<file path="config.mk">
export PLATFORM = sky130hd
export DESIGN_NAME = issue_ctrl_flat
export DESIGN_NICKNAME = d
export VERILOG_FILES = /design/src/rtl/issue_ctrl_if.sv /design/src/rtl/issue_ctrl.sv /design/src/flat_wrapper.sv
export SDC_FILE = /design/constraint.sdc
export NUM_CORES = 1
export LEC_CHECK = 0
export CORE_AREA = 5 5 104 106
export CTS_CLUSTER_SIZE = 8
export DETAILED_ROUTE_END_ITERATION = 16
export DIE_AREA = 0 0 109 111
export PLACE_DENSITY = 0.72
export SLEW_MARGIN = 0
export SYNTH_ARGS = -nofsm -noshare
export SYNTH_HDL_FRONTEND = slang
export SYNTH_SLANG_ARGS = --single-unit
</file>
<file path="constraint.sdc">
create_clock -name clk -period 8.3 [get_ports clk]
set_clock_uncertainty 0.2 [all_clocks]
set_input_delay 1.245 -clock clk [delete_from_list [all_inputs] [get_ports clk]]
set_output_delay 1.245 -clock clk [all_outputs]
set_load 0.05 [all_outputs]
</file>
<file path="src/rtl/issue_ctrl_if.sv">
// Decode-to-issue handshake, completion/branch report and status outputs of issue_ctrl.
// slave = issue_ctrl side, master = decode/execute environment side.
interface issue_ctrl_if;
  logic        dec_valid;
  logic        dec_ready;
  logic [4:0]  rs1;
  logic [4:0]  rs2;
  logic [4:0]  rd;
  logic        uses_rs2;
  logic        writes_rd;
  logic        is_branch;
  logic        exe_ready;
  logic        cpl_valid;
  logic        cpl_write;
  logic [4:0]  cpl_rd;
  logic        branch_done;
  logic [31:0] busy;
  logic [2:0]  inflight;
  logic        wait_branch;
  logic [31:0] stall_cnt;
  logic        err;

  modport slave (
    input  dec_valid, rs1, rs2, rd, uses_rs2, writes_rd, is_branch,
    input  exe_ready, cpl_valid, cpl_write, cpl_rd, branch_done,
    output dec_ready, busy, inflight, wait_branch, stall_cnt, err
  );

  modport master (
    output dec_valid, rs1, rs2, rd, uses_rs2, writes_rd, is_branch,
    output exe_ready, cpl_valid, cpl_write, cpl_rd, branch_done,
    input  dec_ready, busy, inflight, wait_branch, stall_cnt, err
  );
endinterface

</file>
<file path="src/rtl/issue_ctrl.sv">
// In-order issue control: register scoreboard, inflight limit and branch hold.
// dec_ready is combinational (zero latency); decode is held off on hazard, full window, execute stall or unresolved branch.
module issue_ctrl #(
  parameter int MAX_INFLIGHT = 4
) (
  input  logic        clk,
  input  logic        rst,
  issue_ctrl_if.slave bus
);

  typedef enum logic {RUN = 1'b0, WAIT_BR = 1'b1} state_t;

  localparam logic [2:0] MAX_CNT = 3'(MAX_INFLIGHT);

  state_t      state;
  logic [31:0] busy_q;
  logic [31:0] busy_nxt;
  logic [2:0]  inflight_q;
  logic [31:0] stall_q;
  logic        wait_q;
  logic        err_q;
  logic        hazard;
  logic        issue;
  logic        cpl_dec;
  logic        err_set;

  // Hazards look only at the registered scoreboard; a completion this cycle is not bypassed.
  always_comb begin
    hazard = 1'b0;
    if (bus.rs1 != 5'd0 && busy_q[bus.rs1])
      hazard = 1'b1;
    if (bus.uses_rs2 && bus.rs2 != 5'd0 && busy_q[bus.rs2])
      hazard = 1'b1;
    if (bus.writes_rd && bus.rd != 5'd0 && busy_q[bus.rd])
      hazard = 1'b1;
  end

  assign issue = bus.dec_valid && (state == RUN) && !hazard && bus.exe_ready
                 && (inflight_q < MAX_CNT);

  // A completion with nothing outstanding is flagged but must not underflow the count.
  assign cpl_dec = bus.cpl_valid && (inflight_q != 3'd0);

  assign err_set = (bus.cpl_valid && inflight_q == 3'd0)
                || (bus.cpl_valid && bus.cpl_write && bus.cpl_rd != 5'd0 && !busy_q[bus.cpl_rd])
                || (bus.branch_done && state == RUN);

  always_comb begin
    busy_nxt = busy_q;
    if (bus.cpl_valid && bus.cpl_write && bus.cpl_rd != 5'd0)
      busy_nxt[bus.cpl_rd] = 1'b0;
    if (issue && bus.writes_rd && bus.rd != 5'd0)
      busy_nxt[bus.rd] = 1'b1;
    busy_nxt[0] = 1'b0;
  end

  always_ff @(posedge clk) begin
    if (rst) begin
      state      <= RUN;
      wait_q     <= 1'b0;
      busy_q     <= 32'd0;
      inflight_q <= 3'd0;
      stall_q    <= 32'd0;
      err_q      <= 1'b0;
    end else begin
      busy_q <= busy_nxt;

      case ({issue, cpl_dec})
        2'b10:   inflight_q <= inflight_q + 3'd1;
        2'b01:   inflight_q <= inflight_q - 3'd1;
        default: inflight_q <= inflight_q;
      endcase

      if (bus.dec_valid && !issue && stall_q != 32'hFFFF_FFFF)
        stall_q <= stall_q + 32'd1;

      if (err_set)
        err_q <= 1'b1;

      case (state)
        RUN: begin
          if (issue && bus.is_branch) begin
            state  <= WAIT_BR;
            wait_q <= 1'b1;
          end
        end
        WAIT_BR: begin
          if (bus.branch_done) begin
            state  <= RUN;
            wait_q <= 1'b0;
          end
        end
        default: begin
          state  <= RUN;
          wait_q <= 1'b0;
        end
      endcase
    end
  end

  assign bus.dec_ready   = issue;
  assign bus.busy        = busy_q;
  assign bus.inflight    = inflight_q;
  assign bus.wait_branch = wait_q;
  assign bus.stall_cnt   = stall_q;
  assign bus.err         = err_q;

endmodule

</file>
<file path="src/flat_wrapper.sv">
// flat-port wrapper written by rule: the top's interface ports become plain ports
module issue_ctrl_flat 
#(
  parameter int MAX_INFLIGHT = 4
)
  (clk, rst, bus_dec_valid, bus_rs1, bus_rs2, bus_rd, bus_uses_rs2, bus_writes_rd, bus_is_branch, bus_exe_ready, bus_cpl_valid, bus_cpl_write, bus_cpl_rd, bus_branch_done, bus_dec_ready, bus_busy, bus_inflight, bus_wait_branch, bus_stall_cnt, bus_err);
  issue_ctrl_if bus_i ();
  input  logic clk;
  input  logic rst;
  input wire logic [$bits(bus_i.dec_valid)-1:0] bus_dec_valid;
  input wire logic [$bits(bus_i.rs1)-1:0] bus_rs1;
  input wire logic [$bits(bus_i.rs2)-1:0] bus_rs2;
  input wire logic [$bits(bus_i.rd)-1:0] bus_rd;
  input wire logic [$bits(bus_i.uses_rs2)-1:0] bus_uses_rs2;
  input wire logic [$bits(bus_i.writes_rd)-1:0] bus_writes_rd;
  input wire logic [$bits(bus_i.is_branch)-1:0] bus_is_branch;
  input wire logic [$bits(bus_i.exe_ready)-1:0] bus_exe_ready;
  input wire logic [$bits(bus_i.cpl_valid)-1:0] bus_cpl_valid;
  input wire logic [$bits(bus_i.cpl_write)-1:0] bus_cpl_write;
  input wire logic [$bits(bus_i.cpl_rd)-1:0] bus_cpl_rd;
  input wire logic [$bits(bus_i.branch_done)-1:0] bus_branch_done;
  output wire logic [$bits(bus_i.dec_ready)-1:0] bus_dec_ready;
  output wire logic [$bits(bus_i.busy)-1:0] bus_busy;
  output wire logic [$bits(bus_i.inflight)-1:0] bus_inflight;
  output wire logic [$bits(bus_i.wait_branch)-1:0] bus_wait_branch;
  output wire logic [$bits(bus_i.stall_cnt)-1:0] bus_stall_cnt;
  output wire logic [$bits(bus_i.err)-1:0] bus_err;
  assign bus_i.dec_valid = bus_dec_valid;
  assign bus_i.rs1 = bus_rs1;
  assign bus_i.rs2 = bus_rs2;
  assign bus_i.rd = bus_rd;
  assign bus_i.uses_rs2 = bus_uses_rs2;
  assign bus_i.writes_rd = bus_writes_rd;
  assign bus_i.is_branch = bus_is_branch;
  assign bus_i.exe_ready = bus_exe_ready;
  assign bus_i.cpl_valid = bus_cpl_valid;
  assign bus_i.cpl_write = bus_cpl_write;
  assign bus_i.cpl_rd = bus_cpl_rd;
  assign bus_i.branch_done = bus_branch_done;
  assign bus_dec_ready = bus_i.dec_ready;
  assign bus_busy = bus_i.busy;
  assign bus_inflight = bus_i.inflight;
  assign bus_wait_branch = bus_i.wait_branch;
  assign bus_stall_cnt = bus_i.stall_cnt;
  assign bus_err = bus_i.err;
  issue_ctrl #(.MAX_INFLIGHT(MAX_INFLIGHT)) u_core (.clk(clk), .rst(rst), .bus(bus_i));
endmodule
</file>
* Yosys cells after proc, flatten, opt, wreduce, memory -nomap -nowiden
Cells that the tools add are included.
** Word-level totals
- Bits in registers :: 70
- Bits of input ports :: 30
- Output and inout bits :: 70
- Logic and storage cells :: 85
** Cells by class
- Add/subtract/negate cells :: 3
- Order comparisons :: 7
- Eq/ne operators :: 5
- Muxes and demuxes :: 24
- Bitwise gates (word level) :: 4
- Reduce and logical (&&, ||, !) cells :: 35
** Operator list (number)
- $mux 32 :: 2
- $add 32x1->32 const B :: 1
- $and 32x32->32 :: 1
- $ne 32x32->1 const B :: 1
- $not 32->32 :: 1
- $or 32x32->32 :: 1
- $lt 5x6->1 const B :: 4
- $logic_and 1x1->1 :: 22
- $bmux 1 s5 :: 4
- $reduce_bool 5->1 :: 4
- $mux 1 :: 13
- $demux 1 s5 :: 2
- $ge 5x1->1 const B :: 2
- $pmux 3 s2 :: 1
- $ne 2x2->1 const B :: 2
- $pmux 1 s2 :: 2
- $add 3x1->3 const B :: 1
- $logic_not 1->1 :: 3
- $logic_not 3->1 :: 1
- $lt 3x3->1 const B :: 1
- $reduce_bool 3->1 :: 1
- $sub 3x1->3 const B :: 1
- $eq 2x1->1 const B :: 1
- $eq 2x2->1 const B :: 1
- other kinds (4) :: 5

* Longest topological paths before layout
- Depth after elaboration :: 13
- Depth in mapped cells :: 12
- Gate-level depth less buffers :: 11

* Least setup slack after synthesis
OpenSTA, ideal clock, no wires.
- Path type :: input port to output port
- From :: in bus_rs1[0]
- To :: out bus_dec_ready
- Arrival time :: 3.235 ns
- Required time :: 6.855 ns
- Path slack :: 3.620 ns
- Stages on the path :: 9
- Path buffers :: 3
- Cell sequence :: buf_2 > mux4_2 > mux2i_1 > nor3b_1 > a311o_1 > a211o_2 > inv_4 > buf_6 > buf_4
** Between the ends
- Word-level cells in the longest chain between the ends :: 10
- Elaborated cells on any way between the ends :: 11
- Those cells by class :: mux: 5; reduce/logical: 6
** Ends and longest elaborated chain
- start, declared :: line flat_wrapper.sv:11 : input wire logic [$bits(bus_i.rs1)-1:0] bus_rs1;
- $bmux 1 s5 :: line issue_ctrl.sv:30 : if (bus.rs1 != 5'd0 && busy_q[bus.rs1])
- $mux 1 (not written as such) :: line issue_ctrl.sv:30
- $logic_and 1x1->1 (*) :: line issue_ctrl.sv:30
- $mux 1 (*) :: line issue_ctrl.sv:30
- $mux 1 (*) :: line issue_ctrl.sv:32 : if (bus.uses_rs2 && bus.rs2 != 5'd0 && busy_q[bus.rs2])
- $mux 1 (*) :: line issue_ctrl.sv:34 : if (bus.writes_rd && bus.rd != 5'd0 && busy_q[bus.rd])
- $logic_not 1->1 (*) :: line issue_ctrl.sv:38 : assign issue = bus.dec_valid && (state == RUN) && !hazard && bus.exe_ready
- $logic_and 1x1->1 (*) (2 in series) :: line issue_ctrl.sv:38
- $logic_and 1x1->1 (*) :: line issue_ctrl.sv:39 : && (inflight_q < MAX_CNT);
- end, declared :: line flat_wrapper.sv:22 : output wire logic [$bits(bus_i.dec_ready)-1:0] bus_dec_ready;
Every way passes the cells marked *; elsewhere a longest branch is shown, timed or not. The select of a mux whose other input is x is not followed.

* Worst setup path in the final report
- From :: in bus_rd[0]
- To :: out bus_dec_ready
** Between the ends
- Word-level cells in the longest chain between the ends :: 8
- Elaborated cells on any way between the ends :: 10
- Those cells by class :: mux: 3; reduce/logical: 7
** Ends and longest elaborated chain
- start, declared :: line flat_wrapper.sv:13 : input wire logic [$bits(bus_i.rd)-1:0] bus_rd;
- $bmux 1 s5 / $reduce_bool 5->1 (equally long branches) :: line issue_ctrl.sv:34
- $mux 1 (not written as such) / $logic_and 1x1->1 (equally long branches) :: line issue_ctrl.sv:34
- $logic_and 1x1->1 (*) :: line issue_ctrl.sv:34
- $mux 1 (*) :: line issue_ctrl.sv:34
- $logic_not 1->1 (*) :: line issue_ctrl.sv:38
- $logic_and 1x1->1 (*) (2 in series) :: line issue_ctrl.sv:38
- $logic_and 1x1->1 (*) :: line issue_ctrl.sv:39
Marked as above.

==> impl_metrics.ini <==
[sta]
tightest_slew_ns = 1.03
report.final.slew_viol_count = 0
hold_slack_ns = 0.297
setup_slack_ns = 1.86
post-route-period-util = 0.776
relSlewSlack = 0.312
max_freq_mhz = 155
finalSetupViolCount = 0
fin_crit_ns = 6.44
rsz0062_at_grt = no
setup_tns_ns = 0
finalHoldViolations = 0

[worst_setup_path]
cp-start-kind = input pin
r2r_slack_ns = 5.03
critPathArrivalTime_ns = 5.00
crit_path_end_kind = output port
path_max_fanout = 63
slowest_delay_ns = 1.15
path_class = in -> out
crit_slowest_cell = clkdlybuf4s50_1
cp.required_ns = 6.86
crit_chain = clkdlybuf4s50_1 -> mux2i_1 -> o22ai_1 -> nor4_1 -> mux2i_1 -> a211o_2 -> inv_4 -> clkdlybuf4s50_1

[cts]
cts_buffers = 9
clock_latency_ns = 0.35
clkTransAtPathRegs_ns = 0.07
clock_path_buffers = 2
holdBufCountCts = 0
cts-resized-gates = 0
h-tree-depth = 3
cts_tree = done
cts_root_buf = clkbuf_8
clock_sinks = 69
post_cts_buffers = 0

[global_route]
grt_max_degree = 64
grt_pass1_vias = 4353
grtUsageTotal = 0.228
antenna_found_initial = 0
overflow = 0
grt_first_pass_wirelength_mm = 22.3

[flow_run]
cap_violations = 0

[die]
die_x_um = 109
coreArea_um2 = 9680
die-area_um2 = 12100
initial_core_util = 0.454
die-height_um = 111
ios = 100
rows = 36

[synthesis]
synth_area_per_cell_um2 = 8.96
yosysTopAreaCell = dfxtp_1
synth_area_um2 = 4400
synth.net_count = 524
synth_ff_type = dfxtp_1
synthCells = 491
synth_cell_types = 55
yosys-top-cells-count = dfxtp_1, o21ai_0, nand2_1
yosys-top-cells-area = dfxtp_1, mux4_2, mux2i_1, o21ai_0, o211ai_1
yosys_warnings = 0
synthMostInstantiatedCell = dfxtp_1
synth_top_area_share = 0.314
synthArstFlopShare = 0
yosysSeqAreaShare = 0.314
ys_ff_latch = 69
synth-edff-count = 0

[route]
viasPerCell = 6.37
drt-initial-drc-count = 480
wirelength_mm = 13.8
via_count = 4513
first_pass_iters = 5
drc = 0
post_drt_wl_per_cell_um = 19.5
final_antenna_net_count = 0

[placed_design]
place_congestion = 0.973
dpl.hpwl_mm = 9.80
portBuffers = 98
preCtsSetupSlack_ns = 1.90

[layout]
fill_cells = 851
multiInputGateArea_um2 = 2790
antennaDiodeCount = 0
seq_area_um2 = 1380
fin_nets = 604
syn2layout_area_growth_pct = 27.3
finish.utilization = 0.578
layout-drive-gt1-share = 0.113

[worst_hold_path]
hold_class = reg -> reg

[power]
ir_drop_mv = 0.0881
finalPower_mw = 0.813
powerDensity_nw_per_um2 = 145
p_leak_nw = 1.84

[status]
run_status = finished, final reports clean
[kinds of logic (layout without fill, tap and decap cells)]
family | after synthesis | count (layout) | synth area share
multiplexers | 57 | 57 | 0.189
AO/OA/AOI/OAI | 135 | 135 | 0.201
XOR/XNOR | 2 | 2 | 0.00398
buffers and inverters | 48 | 133 | 0.0518
flip-flops | 69 | 69 | 0.314
AND/OR/NAND/NOR | 176 | 176 | 0.228
adder cells (fa/ha/maj) | 3 | 3 | 0.0102
other | 1 | 1 | 0.000853
[registers in the layout (all words and copies together) (netlist names)]
name / flops
u_core.bus.stall_cnt: 32
u_core.state: 1
u_core.bus.wait_branch: 1
u_core.bus.err: 1
u_core.bus.busy: 31
u_core.bus.inflight: 3
[cell type report]
class	count	area share
clock buffers	10	0.0246
clock inverters	6	0.0109
inverters	15	0.0105
multi-input cells	374	0.498
flip-flops and latches	69	0.247
well taps	133	0.0297
repair buffers	102	0.180
[metal layers]
metal | track usage | share of wire | vias to the layer above
met5 | 0 | 0 | -
met4 | 0.0606 | 0.017 | 0
met1 | 0.323 | 0.43 | 2169
met3 | 0.0553 | 0.11 | 28
met2 | 0.344 | 0.44 | 239
li1 | - | - | 2077
[worst max-delay path: cells and delay by family]
family          cells  cell delay [ns]
simple gates        1             0.31
buf+inv             3             2.49
compound gates      2             0.52
mux                 2             0.40
[where the power goes]
part,switching (mW),internal [mW]
Clock,0.132,0.146
Combinational,0.118,0.0647
Sequential,0.0109,0.340
Total,0.261,0.551
[cell usage in the layout (no fill, tap or decap), drive strengths merged, types with 4 or more instances in the layout]
| cell | count |
|---|---|
| mux4 | 19 |
| nand3b | 7 |
| nand2 | 31 |
| clkdlybuf4s50 | 97 |
| buf | 5 |
| o211ai | 22 |
| o22ai | 8 |
| nand2b | 5 |
| mux2i | 25 |
| nor2b | 12 |
| nor3 | 11 |
| or2 | 5 |
| o311ai | 5 |
| nor2 | 22 |
| o21ai | 35 |
| o31ai | 18 |
| or4 | 18 |
| or3 | 5 |
| inv | 16 |
| nor4 | 7 |
| dfxtp | 69 |
| and3 | 4 |
| clkbuf | 10 |
| mux2 | 13 |
| nand3 | 23 |
| nand4 | 13 |
| a21oi | 27 |
[path summary, 6_finish.rpt]
path | startpoint | to | cells after the start
setup / recovery | bus_rd[0] | bus_dec_ready | 8
hold / removal | u_core.state$_SDFF_PP0_ | u_core.bus.wait_branch$_SDFFE_PP0P_ | 1
setup reg to reg | u_core.bus.busy[9]$_SDFF_PP0_ | u_core.bus.inflight[2]$_SDFFE_PP0P_ | 11
hold reg to reg | u_core.state$_SDFF_PP0_ | u_core.bus.wait_branch$_SDFFE_PP0P_ | 1
[through the flow]
step	cell area, µm²	std cells
5_1_grt	5600	709
3_5_place_dp	5400	693
4_1_cts	5600	709
3_3_place_gp	5400	693
2_1_floorplan	4400	491
6_report	5600	709
Power figures use the tool's default switching activity.
